## src/rtl/mem_arbiter_if.sv

```systemverilog
// Request/response and memory-port bundle shared by the fetch/data arbiter and its environment.
// slave: arbiter view; master: requester + memory view.
interface mem_arbiter_if;
  localparam int unsigned DW = 32;

  logic          if_req;
  logic [DW-1:0] if_addr;
  logic          if_ready;
  logic [DW-1:0] if_rdata;

  logic          d_req;
  logic          d_we;
  logic [DW-1:0] d_addr;
  logic [DW-1:0] d_wdata;
  logic          d_ready;
  logic [DW-1:0] d_rdata;

  logic          mem_en;
  logic          mem_we;
  logic [DW-1:0] mem_addr;
  logic [DW-1:0] mem_wdata;
  logic [DW-1:0] mem_rdata;

  logic          busy;

  modport slave (
    input  if_req, if_addr, d_req, d_we, d_addr, d_wdata, mem_rdata,
    output if_ready, if_rdata, d_ready, d_rdata,
           mem_en, mem_we, mem_addr, mem_wdata, busy
  );

  modport master (
    output if_req, if_addr, d_req, d_we, d_addr, d_wdata, mem_rdata,
    input  if_ready, if_rdata, d_ready, d_rdata,
           mem_en, mem_we, mem_addr, mem_wdata, busy
  );
endinterface

```

## src/rtl/mem_arbiter.sv

```systemverilog
// Single-port memory arbiter between an instruction-fetch port and a data port.
// Data has priority; a starvation counter forces a fetch grant after STARVE_LIMIT data wins.
module mem_arbiter #(
  parameter int unsigned WAIT_CYCLES  = 2,
  parameter int unsigned STARVE_LIMIT = 4
) (
  input  logic         clk,
  input  logic         rst_n,
  mem_arbiter_if.slave bus
);
  localparam int unsigned CW = 4;
  localparam int unsigned DW = 32;

  typedef enum logic [1:0] {IDLE, BUSY, DONE} state_t;

  state_t        state, state_n;
  logic [CW-1:0] cnt, cnt_n;
  logic [CW-1:0] starve, starve_n;
  logic          gnt_d, gnt_d_n;
  logic          we_q, we_n;
  logic [DW-1:0] addr_n, wdata_n;
  logic          pick_d;
  logic          last_beat;

  // Next-state, grant selection and latch values
  always_comb begin
    state_n   = state;
    cnt_n     = cnt;
    starve_n  = starve;
    gnt_d_n   = gnt_d;
    we_n      = we_q;
    addr_n    = bus.mem_addr;
    wdata_n   = bus.mem_wdata;
    pick_d    = 1'b0;
    last_beat = 1'b0;
    unique case (state)
      IDLE: begin
        if (bus.if_req || bus.d_req) begin
          pick_d  = bus.d_req && !(bus.if_req && (starve == CW'(STARVE_LIMIT)));
          state_n = BUSY;
          cnt_n   = CW'(WAIT_CYCLES);
          gnt_d_n = pick_d;
          if (pick_d) begin
            we_n    = bus.d_we;
            addr_n  = bus.d_addr;
            wdata_n = bus.d_wdata;
            if (!bus.if_req)
              starve_n = '0;
            else if (starve != CW'(STARVE_LIMIT))
              starve_n = starve + 1'b1;
          end else begin
            we_n     = 1'b0;
            addr_n   = bus.if_addr;
            wdata_n  = '0;
            starve_n = '0;
          end
        end
      end
      BUSY: begin
        cnt_n = cnt - 1'b1;
        if (cnt == CW'(1)) begin
          last_beat = 1'b1;
          state_n   = DONE;
        end
      end
      DONE:    state_n = IDLE;
      default: state_n = IDLE;
    endcase
  end

  // State and registered outputs; outputs are derived from the state being entered
  always_ff @(posedge clk or negedge rst_n) begin
    if (!rst_n) begin
      state         <= IDLE;
      cnt           <= '0;
      starve        <= '0;
      gnt_d         <= 1'b0;
      we_q          <= 1'b0;
      bus.mem_en    <= 1'b0;
      bus.mem_we    <= 1'b0;
      bus.mem_addr  <= '0;
      bus.mem_wdata <= '0;
      bus.if_ready  <= 1'b0;
      bus.d_ready   <= 1'b0;
      bus.if_rdata  <= '0;
      bus.d_rdata   <= '0;
      bus.busy      <= 1'b0;
    end else begin
      state         <= state_n;
      cnt           <= cnt_n;
      starve        <= starve_n;
      gnt_d         <= gnt_d_n;
      we_q          <= we_n;
      bus.mem_addr  <= addr_n;
      bus.mem_wdata <= wdata_n;
      bus.mem_en    <= (state_n == BUSY);
      bus.mem_we    <= (state_n == BUSY) && we_n;
      bus.busy      <= (state_n != IDLE);
      bus.if_ready  <= (state_n == DONE) && !gnt_d_n;
      bus.d_ready   <= (state_n == DONE) && gnt_d_n;
      if (last_beat && !gnt_d)
        bus.if_rdata <= bus.mem_rdata;
      if (last_beat && gnt_d && !we_q)
        bus.d_rdata <= bus.mem_rdata;
    end
  end
endmodule

```

## src/flat_wrapper.sv

```systemverilog
// flat-port wrapper written by rule: the top's interface ports become plain ports
module mem_arbiter_flat 
#(
  parameter int unsigned WAIT_CYCLES  = 2,
  parameter int unsigned STARVE_LIMIT = 4
)
  (clk, rst_n, bus_if_req, bus_if_addr, bus_d_req, bus_d_we, bus_d_addr, bus_d_wdata, bus_mem_rdata, bus_if_ready, bus_if_rdata, bus_d_ready, bus_d_rdata, bus_mem_en, bus_mem_we, bus_mem_addr, bus_mem_wdata, bus_busy);
  mem_arbiter_if bus_i ();
  input  logic clk;
  input  logic rst_n;
  input wire logic [$bits(bus_i.if_req)-1:0] bus_if_req;
  input wire logic [$bits(bus_i.if_addr)-1:0] bus_if_addr;
  input wire logic [$bits(bus_i.d_req)-1:0] bus_d_req;
  input wire logic [$bits(bus_i.d_we)-1:0] bus_d_we;
  input wire logic [$bits(bus_i.d_addr)-1:0] bus_d_addr;
  input wire logic [$bits(bus_i.d_wdata)-1:0] bus_d_wdata;
  input wire logic [$bits(bus_i.mem_rdata)-1:0] bus_mem_rdata;
  output wire logic [$bits(bus_i.if_ready)-1:0] bus_if_ready;
  output wire logic [$bits(bus_i.if_rdata)-1:0] bus_if_rdata;
  output wire logic [$bits(bus_i.d_ready)-1:0] bus_d_ready;
  output wire logic [$bits(bus_i.d_rdata)-1:0] bus_d_rdata;
  output wire logic [$bits(bus_i.mem_en)-1:0] bus_mem_en;
  output wire logic [$bits(bus_i.mem_we)-1:0] bus_mem_we;
  output wire logic [$bits(bus_i.mem_addr)-1:0] bus_mem_addr;
  output wire logic [$bits(bus_i.mem_wdata)-1:0] bus_mem_wdata;
  output wire logic [$bits(bus_i.busy)-1:0] bus_busy;
  assign bus_i.if_req = bus_if_req;
  assign bus_i.if_addr = bus_if_addr;
  assign bus_i.d_req = bus_d_req;
  assign bus_i.d_we = bus_d_we;
  assign bus_i.d_addr = bus_d_addr;
  assign bus_i.d_wdata = bus_d_wdata;
  assign bus_i.mem_rdata = bus_mem_rdata;
  assign bus_if_ready = bus_i.if_ready;
  assign bus_if_rdata = bus_i.if_rdata;
  assign bus_d_ready = bus_i.d_ready;
  assign bus_d_rdata = bus_i.d_rdata;
  assign bus_mem_en = bus_i.mem_en;
  assign bus_mem_we = bus_i.mem_we;
  assign bus_mem_addr = bus_i.mem_addr;
  assign bus_mem_wdata = bus_i.mem_wdata;
  assign bus_busy = bus_i.busy;
  mem_arbiter #(.WAIT_CYCLES(WAIT_CYCLES), .STARVE_LIMIT(STARVE_LIMIT)) u_core (.clk(clk), .rst_n(rst_n), .bus(bus_i));
endmodule
```

## config.mk

```make
export PLATFORM = sky130hd
export DESIGN_NAME = mem_arbiter_flat
export DESIGN_NICKNAME = d
export VERILOG_FILES = /design/src/rtl/mem_arbiter_if.sv /design/src/rtl/mem_arbiter.sv /design/src/flat_wrapper.sv
export SDC_FILE = /design/constraint.sdc
export NUM_CORES = 1
export LEC_CHECK = 0
export CORE_ASPECT_RATIO = 1.75
export CORE_MARGIN = 1
export CORE_UTILIZATION = 45
export DETAILED_ROUTE_END_ITERATION = 10
export PLACE_DENSITY_LB_ADDON = 0.3
export SYNTH_ARGS = -nofsm -noshare
export SYNTH_HDL_FRONTEND = slang
export SYNTH_SLANG_ARGS = --single-unit
```

## constraint.sdc

```tcl
create_clock -name clk -period 3.82 [get_ports clk]
set_input_delay 0.382 -clock clk [delete_from_list [all_inputs] [get_ports clk]]
set_output_delay 0.382 -clock clk [all_outputs]
set_load 0.02 [all_outputs]
```

-- Word level (Yosys, flattened, before mapping)
Cells that the tools add are included.
- add/subtract/negate cells: 2
- multipliers: 0
- div/mod/pow operators: 0
- order comparisons: 0
- eq/ne operators: 8
- shifts and indexed selects: 0
- muxes and demuxes: 17
- bitwise gates (word level): 0
- reduce and logical (&&, ||, !) cells: 19
- operator list (operator ; count):
    32-bit two-way mux ; 2
    4-bit two-way mux ; 4
    1-bit logical AND ; 8
    4-bit one-hot mux with 2 select lines ; 1
    1-bit two-way mux ; 7
    4-bit by 1-bit adder with 4-bit output (second input constant) ; 1
    2-bit by 1-bit equality test with 1-bit output (second input constant) ; 2
    4-bit by 1-bit equality test with 1-bit output (second input constant) ; 1
    4-bit by 3-bit equality test with 1-bit output (second input constant) ; 1
    1-bit logical NOT ; 4
    2-bit two-way mux ; 2
    4-bit by 3-bit != test with 1-bit output (second input constant) ; 1
    2-bit one-hot mux with 2 select lines ; 1
    2-bit AND reduction ; 2
    2-bit nonzero test ; 2
    4-bit by 1-bit subtractor with 4-bit output (second input constant) ; 1
    3-bit != test (second input constant) ; 1
    3-bit AND reduction ; 1
    2-bit equality test (second input constant) ; 1
    2-bit logical NOT ; 1
    2-bit by 1-bit != test with 1-bit output (second input constant) ; 1
    1-bit logical OR ; 1
- register bits after elaboration: 145
- bits in latches: 0
- RAM bits: 0
- bits in read-only memories: 0
- bits of input ports: 133
- logic and storage cells: 60
- memories kept: 0

-- Longest topological paths before layout
Gate-level depths: netlist of the first run.
- word-level depth: 8
- mapped depth: 7

-- Worst setup path before layout of the first run
Ideal clock, no wire load.
- path type: register -> register
- start: reg u_core.cnt[1]
- end: reg u_core.bus.if_rdata[10]
- data arrival time: 1.875 ns
- data required time: 3.695 ns
- setup slack: 1.820 ns
- cell stages (with the launch flop): 7
- path buffers: 1
- period minus slack after synthesis: 2.000 ns
- cells stage by stage: dfrtp_1 > inv_1 > ha_1 > or3b_4 > nor4b_4 > buf_6 > mux2_2
- longest elaborated chain between the ends: 4
- ends and longest elaborated chain (item ; RTL line ; RTL):
    start, declared ; mem_arbiter.sv:17 ; logic [CW-1:0] cnt, cnt_n;
    start signal, assigned ; mem_arbiter.sv:90 ; cnt <= cnt_n;
    4-bit by 1-bit equality test with 1-bit output ; mem_arbiter.sv:61 ; if (cnt == CW'(1)) begin
    1-bit two-way mux ; mem_arbiter.sv:61 ;
    1-bit two-way mux ; mem_arbiter.sv:36 ; unique case (state)
    1-bit logical AND ; mem_arbiter.sv:101 ; if (last_beat && !gnt_d)
    end signal, assigned ; mem_arbiter.sv:102 ; bus.if_rdata <= bus.mem_rdata;
    end, declared ; mem_arbiter_if.sv:28 ; output if_ready, if_rdata, d_ready, d_rdata,
No other way between the ends.
A chain may end at the register's enable or synchronous reset.

-- Final worst setup path of the first run
- start: reg u_core.starve[1]
- end: reg u_core.bus.mem_wdata[29] (netlist name)
- longest elaborated chain between the ends: 5
- ends and longest elaborated chain (item ; RTL line ; RTL):
    start, declared ; mem_arbiter.sv:18 ; logic [CW-1:0] starve, starve_n;
    start signal, assigned ; mem_arbiter.sv:91 ; starve <= starve_n;
    4-bit by 3-bit equality test with 1-bit output ; mem_arbiter.sv:39 ; pick_d = bus.d_req && !(bus.if_req && (starve == CW'(STARVE_LIMIT)));
    1-bit logical AND ; mem_arbiter.sv:39 ;
    1-bit logical NOT ; mem_arbiter.sv:39 ;
    1-bit logical AND ; mem_arbiter.sv:39 ;
    32-bit two-way mux ; mem_arbiter.sv:43 ; if (pick_d) begin
    end signal, assigned ; mem_arbiter.sv:95 ; bus.mem_wdata <= wdata_n;
    end, declared ; mem_arbiter_if.sv:29 ; mem_en, mem_we, mem_addr, mem_wdata, busy
No other way between the ends.

==> results of run 1 <==
[critical path: stages, from the launching register on]
cell	delay [ns]
dfrtp_1	0.40
inv_1	0.10
ha_1	0.15
nand4b_1	0.52
nand2_1	1.03
o2bb2ai_1	0.19
[routing by layer]
layer / track usage [%] / share of wire, %
met5: 0 / 0
met4: 13.52 / 4.2
met3: 4.810 / 5.3
met1: 27.91 / 36
met2: 44.42 / 54
[placed cells by master, fill, tap and decap left out, drive strengths merged, types with 5 or more instances in the layout]
cell           instances
clkdlybuf4s50        264
dfrtp                145
nand3                 66
mux2                  64
o21ai                 36
o2bb2ai               34
nand4                 33
o211ai                33
clkbuf                18
buf                   12
inv                    8
nor2                   6
nand2                  5
[worst max path at each step]
stage,from,to,depth (start not counted)
final,u_core.starve[1]$_DFFE_PN0P_,u_core.bus.mem_wdata[29]$_DFFE_PN0P_,5
after global routing,u_core.starve[1]$_DFFE_PN0P_,u_core.bus.mem_wdata[0]$_DFFE_PN0P_,5
after CTS,u_core.starve[1]$_DFFE_PN0P_,u_core.bus.mem_wdata[31]$_DFFE_PN0P_,5
after detailed placement,bus_if_req,u_core.bus.mem_wdata[0]$_DFFE_PN0P_,4
after global placement,bus_if_req,u_core.bus.mem_wdata[5]$_DFFE_PN0P_,4
after floorplan,u_core.cnt[1]$_DFFE_PN0P_,u_core.bus.if_rdata[10]$_DFFE_PN0P_,6
[state kept, by name (all words and copies together) (netlist names)]
| name | flops |
|---|---|
| u_core.cnt | 4 |
| u_core.bus.d_rdata | 32 |
| u_core.bus.mem_we | 1 |
| u_core.bus.d_ready | 1 |
| u_core.gnt_d | 1 |
| u_core.bus.mem_en | 1 |
| u_core.we_q | 1 |
| u_core.bus.if_rdata | 32 |
| u_core.bus.mem_addr | 32 |
| u_core.starve | 4 |
| u_core.bus.busy | 1 |
| u_core.state | 2 |
| u_core.bus.mem_wdata | 32 |
| u_core.bus.if_ready | 1 |
[layout make-up]
class | count | area, µm²
repair buffers | 276 | 2756
multi-input cells | 308 | 2302
flip-flops and latches | 145 | 3628
inverters | 4 | 15.01
well taps | 174 | 217.7
fillers | 971 | 3849
clock inverters | 13 | 175.2
clock buffers | 18 | 439.2
[stage by stage]
| step | worst slack, ns | instance area, µm² |
|---|---|---|
| finish | 1.246 | 9534 |
| detailed placement | 0.9226 | 8892 |
| CTS | 1.267 | 9507 |
| global placement | 1.093 | 8892 |
| global route | 1.037 | 9534 |
| floorplan | 1.820 | 6152 |
[cell families (layout without fill, tap and decap cells)]
group | count (synthesis) | count (layout) | share of synthesized area, %
XOR/XNOR | 1 | 1 | 0.1424
AO/OA/AOI/OAI | 111 | 111 | 12.71
flip-flops | 145 | 145 | 58.98
buffers and inverters | 54 | 311 | 3.762
multiplexers | 66 | 66 | 12.04
AND/OR/NAND/NOR | 126 | 126 | 11.55
adder cells (fa/ha/maj) | 4 | 4 | 0.8135
[power groups by stage]
stage,combinational (mW),clock [mW],sequential (mW)
floorplan,1.25,0,3.56
global placement,3.93,0,2.73
detailed placement,4.05,0,2.77
CTS,4.05,1.74,2.76
global route,4.26,1.82,2.85
finish,4.05,1.71,2.76
==> impl_metrics.env, run 1 <==
export IMPL_start_util_pct=45.97
export IMPL_syn_area_um2=6152
export IMPL_crit_fanout=32
export IMPL_seq_area_frac_synth_pct=58.98
export IMPL_p_int_mw=5.352
export IMPL_rr_endpoint="u_core.bus.mem_wdata[29]$_DFFE_PN0P_"
export IMPL_yosys_warnings=0
export IMPL_synth_distinct_cells=36
export IMPL_grt_pass1_wl_um=27620
export IMPL_drt_iter0_drc=283
export IMPL_crit_arrival_ns=2.81
export IMPL_dp_hpwl_um=12230
export IMPL_max_cap_violations=0
export IMPL_antenna_cells=0
export IMPL_rsz0062_at_grt="false"
export IMPL_hp_class="in2async"
export IMPL_ys_seq_elements=145
export IMPL_worstSetupPathType="reg2reg"
export IMPL_synth_edf_count=0
export IMPL_critPathCaptureType="flip-flop"
export IMPL_pwr_share_clk_pct=20.1
export IMPL_fmax_mhz=388.5
export IMPL_antenna_found_initial=0
export IMPL_drive_gt1_share_pct=14.27
export IMPL_synth_commonest_cells="dfrtp_1, nand3_1, mux2_2, clkbuf_1, o21ai_0"
export IMPL_drtPass1Iterations=4
export IMPL_syn_num_nets=644
export IMPL_die_width_um=90.39
export IMPL_cts_buffers=17
export IMPL_whs_ns=0.09840
export IMPL_grt_usage_pct=24.91
export IMPL_vias=5282
export IMPL_place_gp_congestion=0.8370
export IMPL_outcome="completed"
export IMPL_powerDensity_nw_per_um2=893.2
export IMPL_coreArea_um2=13380
export IMPL_r2r_slack_ns=1.25
export IMPL_switching_share_pct=37.15
export IMPL_syn_to_final_growth_pct=54.97
export IMPL_critPathLaunchType="flip-flop"
export IMPL_p_seq_share_pct=32.4
export IMPL_ant_nets=0
export IMPL_syn_area_per_cell_um2=12.13
export IMPL_cts_sinks=145
export IMPL_synth_most_common_cell="dfrtp_1"
export IMPL_cts_tree="built"
export IMPL_final_cells=938
export IMPL_synth_ff_type="dfrtp_1"
export IMPL_drc_errors=0
export IMPL_switching_power_mw=3.163
export IMPL_synth_cells=507
export IMPL_r2r_cells=5
export IMPL_nNetsFinal=889
export IMPL_finalPower_mw=8.516
export IMPL_finalMaxSlewViolations=0
export IMPL_max_slew_worst_pin_slew_ns=1.060
export IMPL_setup_viol=0
export IMPL_combPwrFrac_pct=47.5
export IMPL_reg2reg_from="u_core.starve[1]$_DFFE_PN0P_"
export IMPL_first_global_vias=5374
export IMPL_grt_remaining_overflow=0
export IMPL_htreeDepth=4
export IMPL_ios=266
export IMPL_wl_per_cell_um=18.74
export IMPL_synthTopCellsByArea="dfrtp_1, mux2_2, nand3_1"
export IMPL_die_area_um2=14160
export IMPL_cts_setup_buffers=0
export IMPL_synth_top_area_share_pct=58.98
export IMPL_skew_ns=0.009064
export IMPL_peakVddDrop_v=0.0006181
export IMPL_die_h_um=156.7
export IMPL_async_flop_share_pct=100.0
export IMPL_place_detailed_instances=906
export IMPL_cts_repair_resized=0
export IMPL_via_per_inst=5.631
export IMPL_grt_max_degree=107
export IMPL_portBuffers=265
export IMPL_fin_crit_sh_pct=67.38
export IMPL_final_hold_violation_count=0
export IMPL_cts_root_buf="clkbuf_16"
export IMPL_p_leak_nw=3.808
export IMPL_fin_crit_ns=2.574
export IMPL_slew_headroom_pct=29.17
export IMPL_fin_util_pct=71.24
export IMPL_setup_tns_ns=0
export IMPL_yosysTopAreaCell="dfrtp_1"
export IMPL_core_rowCount=56
export IMPL_required_ns=4.06
export IMPL_clk_path_buf_depth=2
export IMPL_clk_pin_slew_ns=0.06
export IMPL_worstSkewPairLatency_ns=0.41
export IMPL_cts_hold_buf=0
export IMPL_wl_um=17580
Note: power is estimated with default switching activity, not from simulation.
==> run 2: changes to the inputs <==
- CORE_UTILIZATION: 45 -> 38
- clock period: 3.82 -> 2.1 ns (I/O delays scaled with it)
==> run 2 against run 1 <==
  * The flow now finishes with violations (DRC)
  * Core utilization is 9.4 points lower
  * Final cell count is 3.2% higher
  * Critical path depth is 2 higher
  * Die area up 18%
  * Register-to-register slack lost 1.2 ns
  * Via count is 1.8% higher
  * Clock power grew 70%
  * Hold slack better by 0.22 ns
  * Combinational power grew 90%
  * Critical path type unchanged
  * Critical endpoint is now u_core.bus.if_rdata[18]$_DFFE_PN0P_
==> impl_metrics.env, run 2 (synthesized netlist as in run 1, its figures left out) <==
export IMPL_outcome="finished with violations"
export IMPL_violations="DRC"
export IMPL_finalPower_mw=15.63
export IMPL_coreArea_um2=15880
export IMPL_drive_gt1_share_pct=16.43
export IMPL_placed_area_um2=9026
export IMPL_path_delay_family="simple AND/OR/NAND/NOR gates"
export IMPL_cp_num_buf_inv=3
export IMPL_layout_common_cells="clkdlybuf4s50_1, dfrtp_1, nand3_1"
export IMPL_cts_tree="built"
export IMPL_max_cap_violations=0
export IMPL_r2r_cells=7
export IMPL_critPathCaptureType="flip-flop"
export IMPL_peakVddDrop_v=0.0005703
export IMPL_fin_crit_sh_pct=98.80
export IMPL_fin_crit_ns=2.075
export IMPL_grt_remaining_overflow=0
export IMPL_ant_nets=0
export IMPL_slew_headroom_pct=54.24
export IMPL_first_global_vias=5563
export IMPL_syn_to_final_growth_pct=59.61
export IMPL_worstSkewPairLatency_ns=0.42
export IMPL_drc_errors=15
export IMPL_clk_pin_slew_ns=0.06
export IMPL_die_width_um=98.19
export IMPL_max_stage_delay_ns=0.40
export IMPL_rsz0062_at_grt="true"
export IMPL_p_leak_nw=3.944
export IMPL_vias=5375
export IMPL_core_rowCount=61
export IMPL_preCtsSetupSlack_ns=-0.1917
export IMPL_place_gp_congestion=0.8748
export IMPL_crit_fanout=8
export IMPL_critPathLaunchType="flip-flop"
export IMPL_crit_chain="inv_2 > ha_4 > or3b_4 > nor4b_4 > buf_6 > clkbuf_16 > mux2_4"
export IMPL_crit_arrival_ns=2.36
export IMPL_worst_slack_ns=0.02523
export IMPL_cts_root_buf="clkbuf_16"
export IMPL_r2r_slack_ns=0.03
export IMPL_die_area_um2=16720
export IMPL_worstSetupPathType="reg2reg"
export IMPL_wl_per_cell_um=19.21
export IMPL_setup_tns_ns=0
export IMPL_grt_usage_pct=21.97
export IMPL_start_util_pct=38.75
export IMPL_globalRouteMet2Util_pct=39.47
export IMPL_nNetsFinal=903
export IMPL_cts_buffers=17
export IMPL_rr_endpoint="u_core.bus.if_rdata[18]$_DFFE_PN0P_"
export IMPL_required_ns=2.39
export IMPL_dp_hpwl_um=12520
export IMPL_die_h_um=170.3
export IMPL_grtUsageMet3_pct=4.846
export IMPL_grt_max_degree=59
export IMPL_fmax_mhz=482.0
export IMPL_portBuffers=265
export IMPL_antenna_found_initial=0
export IMPL_grt_pass1_wl_um=28770
export IMPL_met1_usage_pct=24.79
export IMPL_ios=266
export IMPL_reg2reg_from="u_core.cnt[1]$_DFFE_PN0P_"
export IMPL_antenna_cells=0
export IMPL_wl_um=18600
export IMPL_grt_busiest_layer="met2"
export IMPL_powerDensity_nw_per_um2=1591
export IMPL_cp_slowest_cell="dfrtp_1"
export IMPL_clk_path_buf_depth=2
export IMPL_skew_ns=0.01419
export IMPL_final_common_cell="clkdlybuf4s50_1"
export IMPL_whs_ns=0.3216
export IMPL_final_hold_violation_count=0
export IMPL_final_cell_area_um2=9819
export IMPL_max_slew_worst_pin_slew_ns=0.6865
export IMPL_hp_class="in2async"
export IMPL_cts_sinks=145
export IMPL_htreeDepth=4
export IMPL_finalMaxSlewViolations=0
export IMPL_multi_input_area_um2=2401
export IMPL_seq_area_um2=3630
export IMPL_drtPass1Iterations=11
export IMPL_via_per_inst=5.553
export IMPL_fill_cells=1297
export IMPL_setup_viol=0
export IMPL_drt_iter0_drc=306
==> run 2: cell types whose count changed in the layout (fill, tap and decap cells not counted), moves of 2 or more <==
cell,change
buf_12,+6
mux2_2,-20
buf_4,+4
bufinv_16,-2
mux2_1,-3
clkinvlp_4,+2
mux2_4,+23
==> run 2: how the worst max path moves through the flow <==
stage	from	end	slack, ns	depth (start not counted)
2_1_floorplan	u_core.cnt[1]$_DFFE_PN0P_	u_core.bus.if_rdata[10]$_DFFE_PN0P_	0.1	6
3_3_place_gp	bus_d_req	u_core.bus.mem_we$_DFF_PN0_	-0.13	4
3_5_place_dp	bus_d_req	u_core.bus.mem_we$_DFF_PN0_	-0.19	4
5_1_grt	u_core.cnt[1]$_DFFE_PN0P_	u_core.bus.if_rdata[28]$_DFFE_PN0P_	-0.05	7
4_1_cts	u_core.cnt[1]$_DFFE_PN0P_	u_core.bus.if_rdata[5]$_DFFE_PN0P_	0.01	7
6_report	u_core.cnt[1]$_DFFE_PN0P_	u_core.bus.if_rdata[18]$_DFFE_PN0P_	0.03	7
==> run 2: per-stage QoR <==
stage	std cells	utilization, %
after floorplan	507	-
after global placement	928	56.86
after detailed placement	928	56.86
after CTS	965	60.88
after global routing	968	61.85
final	968	61.85
==> run 2: what timing repair did <==
item / CTS / global route
gates resized for setup: 4 / 27
pin swaps: 0 / 1
hold buffers: 1 / 0
endpoints found under the setup margin: 32 / 27
endpoints found under the hold margin: 56 / 0
cloned: 2 / 1
setup buffers: 2 / 1
==> run 2: area by class of cell <==
cell class | instances | share of cell area (%)
timing repair buffer | 290 | 30.22
multi-input combinational | 308 | 24.45
clock buffer | 19 | 4.511
inverter | 4 | 0.1529
sequential | 145 | 36.96
clock inverter | 13 | 1.287
tap | 189 | 2.408
==> run 2: layer usage <==
metal | part of all wire, % | vias up
met4 | 3.2 | 0
met5 | 0 | -
met2 | 54 | 246
met3 | 6.3 | 45
li1 | - | 2415
met1 | 37 | 2669
==> run 2: where the power goes <==
| group | switching (mW) | internal, mW |
|---|---|---|
| clock network | 1.22 | 1.68 |
| logic | 3.79 | 3.91 |
| registers | 0.847 | 4.18 |
